--- config.mk ---
export PLATFORM = sky130hd
export DESIGN_NAME = m3ds_apb_initiator
export DESIGN_NICKNAME = d
export VERILOG_FILES = /design/src/rtl/m3ds_apb_pkg.sv /design/src/rtl/m3ds_apb_watchdog.sv /design/src/rtl/m3ds_apb_initiator.sv
export SDC_FILE = /design/constraint.sdc
export NUM_CORES = 1
export LEC_CHECK = 0
export ABC_AREA = 1
export BUFFER_PORTS_ARGS = -buffer_cell sky130_fd_sc_hd__buf_2
export CAP_MARGIN = 0
export CELL_PAD_IN_SITES_DETAIL_PLACEMENT = 0
export CELL_PAD_IN_SITES_GLOBAL_PLACEMENT = 1
export CORE_UTILIZATION = 27
export DETAILED_ROUTE_END_ITERATION = 16
export PLACE_DENSITY = 0.79
export SETUP_SLACK_MARGIN = 0.2
export SLEW_MARGIN = 20
export SYNTH_ARGS = -nofsm -noshare
export SYNTH_HDL_FRONTEND = slang
export SYNTH_SLANG_ARGS = --single-unit
--- constraint.sdc ---
create_clock -name pclk_i -period 1.3 [get_ports pclk_i]
set_input_delay 0.195 -clock pclk_i [delete_from_list [all_inputs] [get_ports pclk_i]]
set_output_delay 0.195 -clock pclk_i [all_outputs]
set_load 0.1 [all_outputs]
--- src/rtl/m3ds_apb_pkg.sv ---
// Shared definitions for the M3 DesignStart APB initiator and its decoders.
package m3ds_apb_pkg;

   localparam int APB_ADDR_W = 32;
   localparam int APB_DATA_W = 32;

   // Value of pprot that marks a secure/privileged access.
   localparam logic PPROT_SECURE = 1'b1;

   // One-hot FSM encoding of the initiator.
   typedef enum logic [3:0] {
      ST_IDLE   = 4'b0001,
      ST_SETUP  = 4'b0010,
      ST_ACCESS = 4'b0100,
      ST_RESP   = 4'b1000
   } apb_state_e;

endpackage

--- src/rtl/m3ds_apb_watchdog.sv ---
// Saturating ACCESS-phase stall counter. Raises expire_o during the last
// allowed wait cycle. With TIMEOUT_CYCLES = 0 the counter is removed and
// expire_o is tied low.
module m3ds_apb_watchdog #(
   parameter int TIMEOUT_CYCLES = 0,
   parameter int CNT_WIDTH      = 8
) (
   input  logic clk_i,
   input  logic rst_i,
   input  logic clr_i,
   input  logic en_i,
   output logic expire_o
);

   generate
      if (TIMEOUT_CYCLES == 0) begin : g_off
         logic unused_wd;
         assign unused_wd = ^{clk_i, rst_i, clr_i, en_i};
         assign expire_o  = 1'b0;
      end else begin : g_on
         localparam logic [CNT_WIDTH-1:0] LAST = CNT_WIDTH'(TIMEOUT_CYCLES - 1);
         localparam logic [CNT_WIDTH-1:0] SAT  = '1;
         logic [CNT_WIDTH-1:0] cnt;

         // Clear on reset or at SETUP; count stalled cycles, holding at all-ones.
         always_ff @(posedge clk_i) begin
            if (rst_i || clr_i) begin
               cnt <= '0;
            end else if (en_i && (cnt != SAT)) begin
               cnt <= cnt + 1'b1;
            end
         end

         assign expire_o = (cnt == LAST);
      end
   endgenerate

endmodule

--- src/rtl/m3ds_apb_initiator.sv ---
// APB3 initiator: one command in, one APB transfer, one response out.
//
// Handshakes: a transfer on either port happens on a rising edge where
// valid and ready are both high. cmd_valid_i must stay high with stable
// fields until accepted; rsp_valid_o stays high with stable fields until
// rsp_ready_i is seen.
module m3ds_apb_initiator
   import m3ds_apb_pkg::*;
#(
   parameter int TIMEOUT_CYCLES = 0,
   parameter int CNT_WIDTH      = 8
) (
   input  logic                  pclk_i,
   input  logic                  preset_i,
   input  logic                  cmd_valid_i,
   output logic                  cmd_ready_o,
   input  logic                  cmd_write_i,
   input  logic [APB_ADDR_W-1:0] cmd_addr_i,
   input  logic [APB_DATA_W-1:0] cmd_wdata_i,
   input  logic                  cmd_prot_i,
   output logic                  rsp_valid_o,
   input  logic                  rsp_ready_i,
   output logic [APB_DATA_W-1:0] rsp_rdata_o,
   output logic                  rsp_err_o,
   output logic                  rsp_timeout_o,
   output logic                  psel_o,
   output logic                  penable_o,
   output logic                  pwrite_o,
   output logic [APB_ADDR_W-1:0] paddr_o,
   output logic [APB_DATA_W-1:0] pwdata_o,
   output logic                  pprot_o,
   input  logic                  pready_i,
   input  logic                  pslverr_i,
   input  logic [APB_DATA_W-1:0] prdata_i,
   output logic [3:0]            dbg_state_o
);

   apb_state_e state;
   logic       wd_expire;

   m3ds_apb_watchdog #(
      .TIMEOUT_CYCLES (TIMEOUT_CYCLES),
      .CNT_WIDTH      (CNT_WIDTH)
   ) u_watchdog (
      .clk_i    (pclk_i),
      .rst_i    (preset_i),
      .clr_i    (state == ST_SETUP),
      .en_i     ((state == ST_ACCESS) && !pready_i),
      .expire_o (wd_expire)
   );

   assign dbg_state_o = state;

   // Transfer sequencer; every output is a register updated with the state.
   always_ff @(posedge pclk_i) begin
      if (preset_i) begin
         state         <= ST_IDLE;
         cmd_ready_o   <= 1'b0;
         psel_o        <= 1'b0;
         penable_o     <= 1'b0;
         pwrite_o      <= 1'b0;
         paddr_o       <= '0;
         pwdata_o      <= '0;
         pprot_o       <= 1'b0;
         rsp_valid_o   <= 1'b0;
         rsp_rdata_o   <= '0;
         rsp_err_o     <= 1'b0;
         rsp_timeout_o <= 1'b0;
      end else begin
         unique case (state)
            ST_IDLE: begin
               cmd_ready_o <= 1'b1;
               if (cmd_valid_i && cmd_ready_o) begin
                  cmd_ready_o <= 1'b0;
                  pwrite_o    <= cmd_write_i;
                  paddr_o     <= cmd_addr_i;
                  pwdata_o    <= cmd_wdata_i;
                  pprot_o     <= cmd_prot_i;
                  psel_o      <= 1'b1;
                  state       <= ST_SETUP;
               end
            end
            ST_SETUP: begin
               penable_o <= 1'b1;
               state     <= ST_ACCESS;
            end
            ST_ACCESS: begin
               // Completion takes priority over a watchdog expiring in the same cycle.
               if (pready_i) begin
                  psel_o        <= 1'b0;
                  penable_o     <= 1'b0;
                  rsp_valid_o   <= 1'b1;
                  rsp_rdata_o   <= pwrite_o ? '0 : prdata_i;
                  rsp_err_o     <= pslverr_i;
                  rsp_timeout_o <= 1'b0;
                  state         <= ST_RESP;
               end else if (wd_expire) begin
                  // Abort: psel drops without a completed transfer.
                  psel_o        <= 1'b0;
                  penable_o     <= 1'b0;
                  rsp_valid_o   <= 1'b1;
                  rsp_rdata_o   <= '0;
                  rsp_err_o     <= 1'b1;
                  rsp_timeout_o <= 1'b1;
                  state         <= ST_RESP;
               end
            end
            ST_RESP: begin
               if (rsp_ready_i) begin
                  rsp_valid_o <= 1'b0;
                  cmd_ready_o <= 1'b1;
                  state       <= ST_IDLE;
               end
            end
            default: state <= ST_IDLE;
         endcase
      end
   end

endmodule

; ---- Word-level counts from Yosys, hierarchy flattened
; Cells that the tools add are included.
[totals]
reg_bits = 107
input_bits = 104
elab_cells = 45
[classes]
eq_ne = 7
n_mux = 15
reduce_logical = 12
[op_table]
columns = cell, n
row1 = 2-to-1 mux 32 bit, 1
row2 = one-hot mux 4 bit (4 select lines), 1
row3 = 2-to-1 mux 4 bit, 3
row4 = AND reduction 3 bit, 3
row5 = one-hot mux 1 bit (2 select lines), 4
row6 = AND reduction 2 bit, 4
row7 = nonzero test 2 bit, 4
row8 = 2-to-1 mux 1 bit, 6
row9 = inequality test 2 bit (second input constant), 3
row10 = == test 4 x 1 -> 1 bit (second input constant), 1
row11 = == test 4 x 2 -> 1 bit (second input constant), 1
row12 = == test 4 x 3 -> 1 bit (second input constant), 1
row13 = == test 4 bit (second input constant), 1
row14 = logical AND 1 bit, 1

; ---- Depth between registers and ports, before layout
; Gate-level depths: netlist (run 1).
[logic_depth]
word_depth = 3
mapped_depth = 8
ltp_nobuf = 7

; ---- Cells and area by module
; From an unflattened synthesis (run 1), not the netlist that was laid out.
[hier_totals]
cells_unflattened = 494
hier_area_um2 = 3926.3
[by_module_without_submodules]
columns = module, instances, cells_each, area_each_um2
row1 = m3ds_apb_initiator, 1, 492, 3915.0
row2 = m3ds_apb_watchdog, 1, 2, 11.3

; ---- Worst setup path before layout (run 1)
; Ideal clock, no wire load.
[synth_timing]
path_type = register to register
startpoint = register state[0] (netlist: dbg_state_o[0])
endpoint = register paddr_o[23]
arrival_ns = 1.962
required_time_ns = 1.168
path_slack_ns = -0.794
stages_incl_launch_ff = 8
n_path_buf = 2
period_less_slack_ns = 2.094
cell_sequence = dfxtp_1 -> inv_1 -> nor2_2 -> nand4_2 -> buf_2 -> buf_2 -> nand2_1 -> a21oi_1
[synth_between]
elab_chain_len = 2
[synth_lines]
columns = item, line
row1 = "start, declared", m3ds_apb_initiator.sv:38  ; apb_state_e state;
row2 = "start signal, assigned", m3ds_apb_initiator.sv:57  ; state <= ST_IDLE;
row3 = "start signal, assigned", m3ds_apb_initiator.sv:80  ; state <= ST_SETUP;
row4 = "start signal, assigned", m3ds_apb_initiator.sv:85  ; state <= ST_ACCESS;
row5 = == test 4 x 1 -> 1 bit, m3ds_apb_initiator.sv:70  ; unique case (state)
row6 = AND reduction 2 bit (no line), --
row7 = "end signal, assigned", m3ds_apb_initiator.sv:76  ; paddr_o <= cmd_addr_i;
row8 = "end, declared", m3ds_apb_initiator.sv:29  ; output logic [APB_ADDR_W-1:0] paddr_o,
; Every way passes these cells.
; A chain may end at the register's enable or synchronous reset.

; ---- Worst setup path after layout (run 1)
[layout_timing]
startpoint = register state[3] (netlist: dbg_state_o[3])
endpoint = register rsp_rdata_o[26]
[layout_between]
elab_chain_len = 2
[layout_lines]
columns = item, line
row1 = == test 4 x 3 -> 1 bit, m3ds_apb_initiator.sv:70
row2 = AND reduction 2 bit (no line), --
row3 = "end signal, assigned", m3ds_apb_initiator.sv:93  ; rsp_rdata_o <= pwrite_o ? '0 : prdata_i;
row4 = "end, declared", m3ds_apb_initiator.sv:23  ; output logic [APB_DATA_W-1:0] rsp_rdata_o,
; Every way passes these cells.

==> results of run 1 <==
registers in the layout, summed over array words and instances (netlist names):
name,flops
paddr_o,32
pwdata_o,32
rsp_rdata_o,32
dbg_state_o,4
cmd_ready_o,1
penable_o,1
pprot_o,1
psel_o,1
pwrite_o,1
rsp_err_o,1
rsp_valid_o,1
layer usage:
layer,vias to the layer above,GRT usage [%]
li1,2100,-
met1,2176,19.8
met2,192,34.8
met3,21,7.16
met4,0,4.94
met5,-,0
final timing paths:
| path | slack (ns) | end |
|---|---|---|
| setup / recovery | -0.13 | rsp_rdata_o[26] |
| hold / removal | 0.08 | paddr_o[21] |
| setup reg to reg | -0.13 | rsp_rdata_o[26] |
| hold reg to reg | 0.48 | rsp_rdata_o[5] |
power breakdown:
part / switching (mW) / total (mW) / internal (mW) / leakage [nW]
combinational: 1.80 / 3.00 / 1.20 / 2.35
clock: 1.23 / 2.78 / 1.55 / 0.147
sequential: 0.179 / 3.59 / 3.41 / 0.927
layout make-up:
type / instances / share of cell area (%)
clock inverters: 4 / 0.567
clock buffers: 12 / 2.87
multi-input cells: 330 / 23.3
repair buffers: 287 / 42.8
well taps: 180 / 2.62
inverters: 9 / 0.509
flip-flops and latches: 107 / 27.3
cell families (layout without fill, tap and decap cells):
kind of cell / Yosys count / in the layout / share of synthesized area, %
buffers and inverters: 46 / 312 / 5.66
AO/OA/AOI/OAI: 109 / 109 / 14.1
other: 1 / 1 / 0.0964
AND/OR/NAND/NOR: 220 / 220 / 25.1
flip-flops: 107 / 107 / 55.1
worst register-to-register path, cell delays in order (launching register included):
cell      delay, ns
dfxtp_4        0.36
buf_6          0.12
nor2_4         0.11
nand3_4        0.14
buf_12         0.19
nand3b_1       0.21
a21oi_1        0.20
layout by cell type (no fill, tap or decap), types with 7 or more instances in the layout:
cell type and count:
nand3b_1 32, dfxtp_4 30, buf_6 8, nand2_4 18, buf_4 44, buf_12 119, buf_2 102, nand2_1 108
a21oi_1 56, dfxtp_2 77, a21oi_2 48, buf_16 7, clkbuf_16 14, nand2_2 46
what timing repair did:
action,in CTS,in global routing
gates cloned,6,8
gates resized for setup,487,115
setup buffers,10,37
hold buffers,0,0
pin swaps,50,6
endpoints found under the setup margin,207,211
==> results.sh, run 1 <==
export IMPL_multi_input_area_mm2=0.00201
export IMPL_yosysMostFrequentCell="nand2_1"
export IMPL_fin_util_pct=61.5
export IMPL_core_area_mm2=0.0140
export IMPL_worstSetupPathDepth=6
export IMPL_p_leak_nw=3.43
export IMPL_synth_seq_cells=107
export IMPL_worstPathCellList="buf_6 > nor2_4 > nand3_4 > buf_12 > nand3b_1 > a21oi_1"
export IMPL_setup_violations=69
export IMPL_status="finished, violations left"
export IMPL_worstHoldPathCells=3
export IMPL_io_buffers=210
export IMPL_post_dp_cell_area_mm2=0.00554
export IMPL_grt_pass1_wl_um=21600
export IMPL_fin_nets=848
export IMPL_clkSlewWorstSetupHoldPaths_ns=0.07
export IMPL_syn_cell_area_mm2=0.00389
export IMPL_clockRootBuffer="clkbuf_16"
export IMPL_design_area_mm2=0.00860
export IMPL_cts_made_buffers=9
export IMPL_end_kind="flip-flop"
export IMPL_synth_area_per_cell_um2=8.05
export IMPL_die_x_um=122
export IMPL_track_usage_pct=18.8
export IMPL_synthTopCellsByCount="nand2_1, dfxtp_1, a21oi_1"
export IMPL_rr_startpoint="dbg_state_o[3]"
export IMPL_hold_ws_ns=0.0797
export IMPL_drt_total_wl_um=16500
export IMPL_syn2layout_area_growth_pct=121
export IMPL_timing_fmax_mhz=701
export IMPL_drt_iter0_markers=184
export IMPL_dp_cells=852
export IMPL_drv_slew=0
export IMPL_antenna_found_initial=0
export IMPL_crit_arrival_ns=1.68
export IMPL_top_layer_used="met4"
export IMPL_synth_net_count=587
export IMPL_wl_met1_um=5960
export IMPL_synth_edf_count=0
export IMPL_core_rowCount=43
export IMPL_cp_slowest_cell="dfxtp_4"
export IMPL_cts_sinks=107
export IMPL_clk_latency_ns=0.35
export IMPL_synth_top_area_share_pct=55.1
export IMPL_dieArea_mm2=0.0149
export IMPL_post_drt_wl_per_cell_um=17.7
export IMPL_drcViolationCount=0
export IMPL_vias_per_cell=4.83
export IMPL_path_max_fanout=22
export IMPL_cts_htree_levels=3
export IMPL_violations="negative setup slack"
export IMPL_dr_pass1_iters=7
export IMPL_ff_latch_area_mm2=0.00235
export IMPL_hold_viol_final=0
export IMPL_slowest_delay_ns=0.36
export IMPL_overflow=0
export IMPL_ant_nets=0
export IMPL_maxCapViolations=0
export IMPL_ys_seq_area_share_pct=55.1
export IMPL_cts_tree="done"
export IMPL_fillCellCount=1034
export IMPL_grt_pass1_vias=4197
export IMPL_path_buf_inv=2
export IMPL_num_antenna_cells=0
export IMPL_cts_buffer_depth=2
export IMPL_worst_slack_ns=-0.127
export IMPL_crit_path_start_kind="flip-flop"
export IMPL_critPathTopFamily="simple AND/OR/NAND/NOR gates"
export IMPL_hold_path_class="in2reg"
export IMPL_dr_wl_met3_um=1170
export IMPL_num_vias=4489
export IMPL_synth_async_reset_ratio_pct=0
export IMPL_start_util_pct=27.8
export IMPL_gp_congestion=0.799
export IMPL_rsz0062_at_grt="yes"
export IMPL_final_cells=929
export IMPL_pwr_density_cell_mw_per_mm2=1090
export IMPL_io_pins=212
export IMPL_netlist_instances=483
export IMPL_hp_start="cmd_addr_i[21]"
export IMPL_layout_min_cycle_time_ns=1.43
export IMPL_synth_distinct_cells=19
export IMPL_dp_final_hpwl_um=8170
export IMPL_p_total_mw=9.38
export IMPL_synth_largest_area_cell="dfxtp_1"
export IMPL_route_met2_wl_um=9080
export IMPL_crit_required_ns=1.55
export IMPL_ys_warn_count=0
export IMPL_drive_gt1_share_pct=71.0
export IMPL_dieHeight_um=122
export IMPL_crit_path_start="dbg_state_o[3]"
export IMPL_grt_max_degree=34
export IMPL_synth_area_leaders="dfxtp_1, nand2_1, a21oi_1"
export IMPL_worstSetupPathType="reg2reg"
export IMPL_finalCritPeriodShare_pct=110
export IMPL_final_setup_tns_ns=-1.31
export IMPL_pre_cts_slack_ns=-0.0589
export IMPL_rr_worst_depth=6
export IMPL_worst_clock_skew_ns=0.00998
export IMPL_ir_worst_vdd_uv=811
export IMPL_synth_ff_type="dfxtp_1"
Note: power is estimated with default switching activity, not from simulation.
==> run 2, diff against run 1 <==
--- a/config.mk
+++ b/config.mk
@@ -7,4 +7,5 @@
 export LEC_CHECK = 0
 export ABC_AREA = 1
+export ABC_CLOCK_PERIOD_IN_PS = 1290
 export BUFFER_PORTS_ARGS = -buffer_cell sky130_fd_sc_hd__buf_2
 export CAP_MARGIN = 0
==> constraint.sdc (replaced) <==
create_clock -name pclk_i -period 1.29 [get_ports pclk_i]
set_input_delay 0.1935 -clock pclk_i [delete_from_list [all_inputs] [get_ports pclk_i]]
set_output_delay 0.1935 -clock pclk_i [all_outputs]
set_load 0.005 [all_outputs]
==> run 2 against run 1 <==
  * The run still ends with negative setup slack left
  * First-iteration DRC count up 6.0%
  * Clock power about the same
  * Maximum frequency up 10%
  * Critical path type unchanged
  * Largest cell class is now flip-flops and latches
==> results.sh, run 2 (synthesis results as in run 1) <==
export IMPL_ir_worst_vdd_uv=838
export IMPL_die_x_um=122
export IMPL_largestRegisters="paddr_o: 32 flops, pwdata_o: 32 flops, rsp_rdata_o: 32 flops"
export IMPL_min_to="paddr_o[5]"
export IMPL_cts_htree_levels=3
export IMPL_clkSlewWorstSetupHoldPaths_ns=0.08
export IMPL_end_kind="flip-flop"
export IMPL_grt_pass1_wl_um=17800
export IMPL_path_max_fanout=5
export IMPL_hp_start="cmd_addr_i[5]"
export IMPL_gp_congestion=0.781
export IMPL_drive_gt1_share_pct=43.7
export IMPL_cts_made_buffers=9
export IMPL_final_setup_tns_ns=-0.00931
export IMPL_fin_nets=801
export IMPL_cts_sinks=107
export IMPL_rr_startpoint="dbg_state_o[2]"
export IMPL_dp_final_hpwl_um=7980
export IMPL_io_buffers=210
export IMPL_dr_pass1_iters=4
export IMPL_crit_path_start_kind="flip-flop"
export IMPL_worst_slack_ns=-0.00560
export IMPL_finalCritPeriodShare_pct=100
export IMPL_grt_pass1_vias=3634
export IMPL_syn2layout_area_growth_pct=54.7
export IMPL_post_drt_wl_per_cell_um=14.5
export IMPL_setup_violations=3
export IMPL_worst_clock_skew_ns=0.00729
export IMPL_dieHeight_um=122
export IMPL_overflow=0
export IMPL_core_area_mm2=0.0140
export IMPL_clockRootBuffer="clkbuf_16"
export IMPL_pwr_density_cell_mw_per_mm2=1250
export IMPL_antenna_found_initial=1
export IMPL_drv_slew=0
export IMPL_io_pins=212
export IMPL_num_antenna_cells=0
export IMPL_maxCapViolations=0
export IMPL_rsz0062_at_grt="yes"
export IMPL_hold_path_class="in2reg"
export IMPL_violations="negative setup slack"
export IMPL_r2r_end="pwdata_o[0]"
export IMPL_p_leak_nw=2.71
export IMPL_cts_tree="done"
export IMPL_start_util_pct=27.8
export IMPL_rr_worst_depth=7
export IMPL_hold_ws_ns=0.0779
export IMPL_cts_buffer_depth=2
export IMPL_r2r_slack_ns=-0.006
export IMPL_clk_latency_ns=0.35
export IMPL_pre_cts_slack_ns=-0.0882
export IMPL_crit_arrival_ns=1.58
export IMPL_hold_viol_final=0
export IMPL_track_usage_pct=15.4
export IMPL_num_vias=4011
export IMPL_worstHoldPathCells=3
export IMPL_layout_min_cycle_time_ns=1.30
export IMPL_dieArea_mm2=0.0149
export IMPL_timing_fmax_mhz=772
export IMPL_drt_iter0_markers=195
export IMPL_grt_max_degree=69
export IMPL_status="finished, violations left"
export IMPL_worstSetupPathType="reg2reg"
export IMPL_ant_nets=0
export IMPL_core_rowCount=43
export IMPL_vias_per_cell=4.55
export IMPL_mostFrequentLayoutCells="buf_2, nand2_1, dfxtp_1, a21oi_1, nand3b_1"
export IMPL_crit_required_ns=1.58
export IMPL_final_common_cell="buf_2"
export IMPL_drt_total_wl_um=12800
export IMPL_drcViolationCount=0
[run 2: power by group]
| group | switching, mW | internal, mW | total [mW] |
|---|---|---|---|
| Sequential | 0.0902 | 3.45 | 3.54 |
| Clock | 1.27 | 1.52 | 2.79 |
| Combinational | 0.608 | 0.596 | 1.20 |
[run 2: worst max-delay path: stages, from the launching register on]
cell and delay, ns:
dfxtp_4 0.36, nor2_4 0.15, nand4_4 0.14, clkinv_4 0.12
buf_6 0.15, clkbuf_16 0.15, nand2_1 0.05, a21oi_1 0.11
[run 2: how the worst max path moves through the flow]
stage / from / to / slack, ns
floorplan: dbg_state_o[1] / rsp_rdata_o[13] / 0.07
global placement: dbg_state_o[1] / pwdata_o[13] / -0.02
detailed placement: dbg_state_o[1] / pwdata_o[21] / -0.09
CTS: dbg_state_o[2] / rsp_rdata_o[23] / -0.02
global route: dbg_state_o[2] / pwdata_o[2] / -0.09
finish: dbg_state_o[2] / pwdata_o[0] / -0.006
[run 2: timing repair]
item,CTS,global route
buffers inserted,7,3
hold buffers,0,0
gates cloned,3,7
setup endpoints to repair,108,109
gates resized for setup,15,59
pin swaps,3,8
[run 2: area by class of cell]
cell class / count / area (µm²)
repair buffers: 240 / 1570
clock inverters: 7 / 75.1
flip-flops and latches: 107 / 2160
multi-input cells: 330 / 1720
well taps: 180 / 225
fillers: 1429 / 7970
inverters: 9 / 38.8
clock buffers: 9 / 225
[run 2: routing by layer]
layer  wire length [µm]  vias to the layer above  share of wire (%)  track usage, %
li1                   -                     2002                  -               -
met1               5610                     1860                 44            18.4
met3                993                       13                7.8            5.01
met5                  0                        -                  0               0
met4                166                        0                1.3            6.02
met2               6010                      136                 47            25.5
[run 2: metrics by stage]
stage / instances / total power, mW / util, % / cell area [µm²]
after detailed placement: 846 / 4.50 / 36.8 / 5140
final: 882 / 7.53 / 43.0 / 6010
after global routing: 882 / 7.88 / 43.0 / 6010
after CTS: 872 / 7.48 / 40.3 / 5640
after global placement: 846 / 4.48 / 36.8 / 5140
after floorplan: 483 / 4.07 / - / 3930
==> run 3, diff against run 2 <==
- ABC_CLOCK_PERIOD_IN_PS: 1290 -> 1300
- CAP_MARGIN: 0 -> 10
- CORE_UTILIZATION: 27 -> 30
- PLACE_DENSITY: 0.79 -> 0.83
- clock period: 1.29 -> 1.3 ns (I/O delays scaled with it)
==> run 3 against run 2 <==
  * The run still ends with negative setup slack left
  * Global-route usage grew 1.9 points
  * Power about the same
  * Sequential cell count did not move
  * Register-to-register slack got worse by 0.08 ns
  * Cell count down 1.0%
  * Worst hold slack improved by 0.0074 ns
  * Highest routed layer unchanged
==> results.sh, run 3 (synthesis results as in run 1) <==
export IMPL_largestRegisters="paddr_o: 32 flops, pwdata_o: 32 flops, rsp_rdata_o: 32 flops"
export IMPL_grt_max_degree=68
export IMPL_ir_worst_vdd_uv=693
export IMPL_hold_viol_final=0
export IMPL_p_leak_nw=2.88
export IMPL_clk_latency_ns=0.35
export IMPL_clkSlewWorstSetupHoldPaths_ns=0.07
export IMPL_cts_htree_levels=3
export IMPL_fin_util_pct=50.1
export IMPL_fin_nets=803
export IMPL_dp_final_hpwl_um=7330
export IMPL_gp_congestion=0.829
export IMPL_clockRootBuffer="clkbuf_16"
export IMPL_hold_buffers=0
export IMPL_p_switching_mw=2.01
export IMPL_ant_nets=0
export IMPL_dp_cells=840
export IMPL_dieArea_mm2=0.0134
export IMPL_drcViolationCount=0
export IMPL_pre_cts_slack_ns=-0.0493
export IMPL_finalCritPeriodShare_pct=106
export IMPL_worstSetupPathType="reg2reg"
export IMPL_vias_per_cell=4.67
export IMPL_fillCellCount=1237
export IMPL_cts_tree="done"
export IMPL_end_kind="flip-flop"
export IMPL_worst_clock_skew_ns=0.00605
export IMPL_final_cells=873
export IMPL_pwr_density_cell_mw_per_mm2=1190
export IMPL_worst_slack_ns=-0.0833
export IMPL_cts_sinks=107
export IMPL_start_util_pct=30.8
export IMPL_violations="negative setup slack"
export IMPL_crit_required_ns=1.58
export IMPL_p_clk_share_pct=33.9
export IMPL_overflow=0
export IMPL_crit_arrival_ns=1.66
export IMPL_antenna_found_initial=0
export IMPL_grt_pass1_wl_um=17700
export IMPL_cts_buffer_depth=2
export IMPL_core_rowCount=41
export IMPL_die_x_um=116
export IMPL_p_int_mw=5.52
export IMPL_status="finished, violations left"
export IMPL_track_usage_pct=17.3
export IMPL_maxCapViolations=0
export IMPL_rsz0062_at_grt="yes"
export IMPL_io_buffers=210
export IMPL_io_pins=212
export IMPL_num_antenna_cells=0
export IMPL_core_area_mm2=0.0126
export IMPL_setup_violations=39
export IMPL_final_common_cell="buf_2"
export IMPL_path_max_fanout=7
export IMPL_layout_min_cycle_time_ns=1.38
export IMPL_post_drt_wl_per_cell_um=14.5
export IMPL_final_setup_tns_ns=-0.849
export IMPL_switching_share_pct=26.7
export IMPL_num_vias=4077
export IMPL_mostFrequentLayoutCells="buf_2, nand2_1, dfxtp_1, a21oi_1, a21oi_2"
export IMPL_power_frac_comb_pct=19.5
export IMPL_drt_total_wl_um=12700
export IMPL_timing_fmax_mhz=723
export IMPL_dieHeight_um=116
export IMPL_seqPwrFrac_pct=46.6
export IMPL_drt_iter0_markers=160
export IMPL_dr_pass1_iters=4
export IMPL_syn2layout_area_growth_pct=62.7
export IMPL_cts_made_buffers=9
export IMPL_crit_path_start_kind="flip-flop"
export IMPL_p_total_mw=7.53
export IMPL_drive_gt1_share_pct=53.1
export IMPL_drv_slew=0
export IMPL_grt_pass1_vias=3669
export IMPL_hold_path_class="in2reg"
## run 3: changes by cell type in the layout (fill, tap and decap cells not counted), moves of 3 or more
cell / before / now
nand2_2: 14 / 22
nor2_2: 0 / 3
a21oi_2: 17 / 51
buf_16: 2 / 8
a21oi_1: 87 / 53
buf_2: 206 / 209
nand2_1: 151 / 123
nand2_4: 7 / 27
## run 3: power groups by stage
stage               Sequential, mW  Combinational (mW)  Clock, mW
global placement              3.58               0.866          0
finish                        3.51                1.47       2.55
global route                  3.53                1.58       2.75
floorplan                     3.60               0.444          0
detailed placement            3.58               0.881          0
CTS                           3.51                1.22       2.63
## run 3: what timing repair did
action | CTS | global route
setup buffers | 9 | 1
resized for setup | 47 | 108
pin swaps | 6 | 21
cloned | 7 | 3
setup endpoints to repair | 108 | 108
## run 3: worst max-delay path, stage by stage (launching register included)
cell     delay (ns)
dfxtp_2        0.36
inv_2          0.06
nor2_4         0.11
nand4_4        0.14
inv_8          0.11
buf_12         0.11
buf_12         0.09
buf_16         0.14
nand2_4        0.06
a21oi_2        0.14
## run 3: cell type report
| type | instances | area, µm² | share of cell area, % |
|---|---|---|---|
| flip-flops and latches | 107 | 2150 | 34.0 |
| multi-input cells | 330 | 2020 | 31.9 |
| repair buffers | 242 | 1630 | 25.8 |
| clock buffers | 11 | 253 | 4.00 |
| well taps | 172 | 215 | 3.40 |
| inverters | 9 | 41.3 | 0.653 |
| clock inverters | 2 | 13.8 | 0.218 |
## run 3: routing by layer
layer	global-route usage, %	wire length (µm)	up-vias
met5	0	0	-
met4	7.69	181	0
met3	5.02	873	14
met2	29.8	6220	143
met1	19.8	5380	1918
li1	-	-	2002
## run 3: per-stage QoR
step	hold WS (ns)	area, µm²
after global routing	0.0762	6330
after CTS	0.0730	5850
after detailed placement	0.438	5160
after floorplan	0.338	3930
final	0.0853	6330
after global placement	0.430	5160
## run 3: worst paths after layout
path	cells past startpoint	end	slack [ns]	from
setup / recovery	9	pwdata_o[27]	-0.08	dbg_state_o[0]
setup reg to reg	9	pwdata_o[27]	-0.08	dbg_state_o[0]
hold reg to reg	2	rsp_err_o	0.45	rsp_err_o
hold / removal	3	pprot_o	0.09	cmd_prot_i
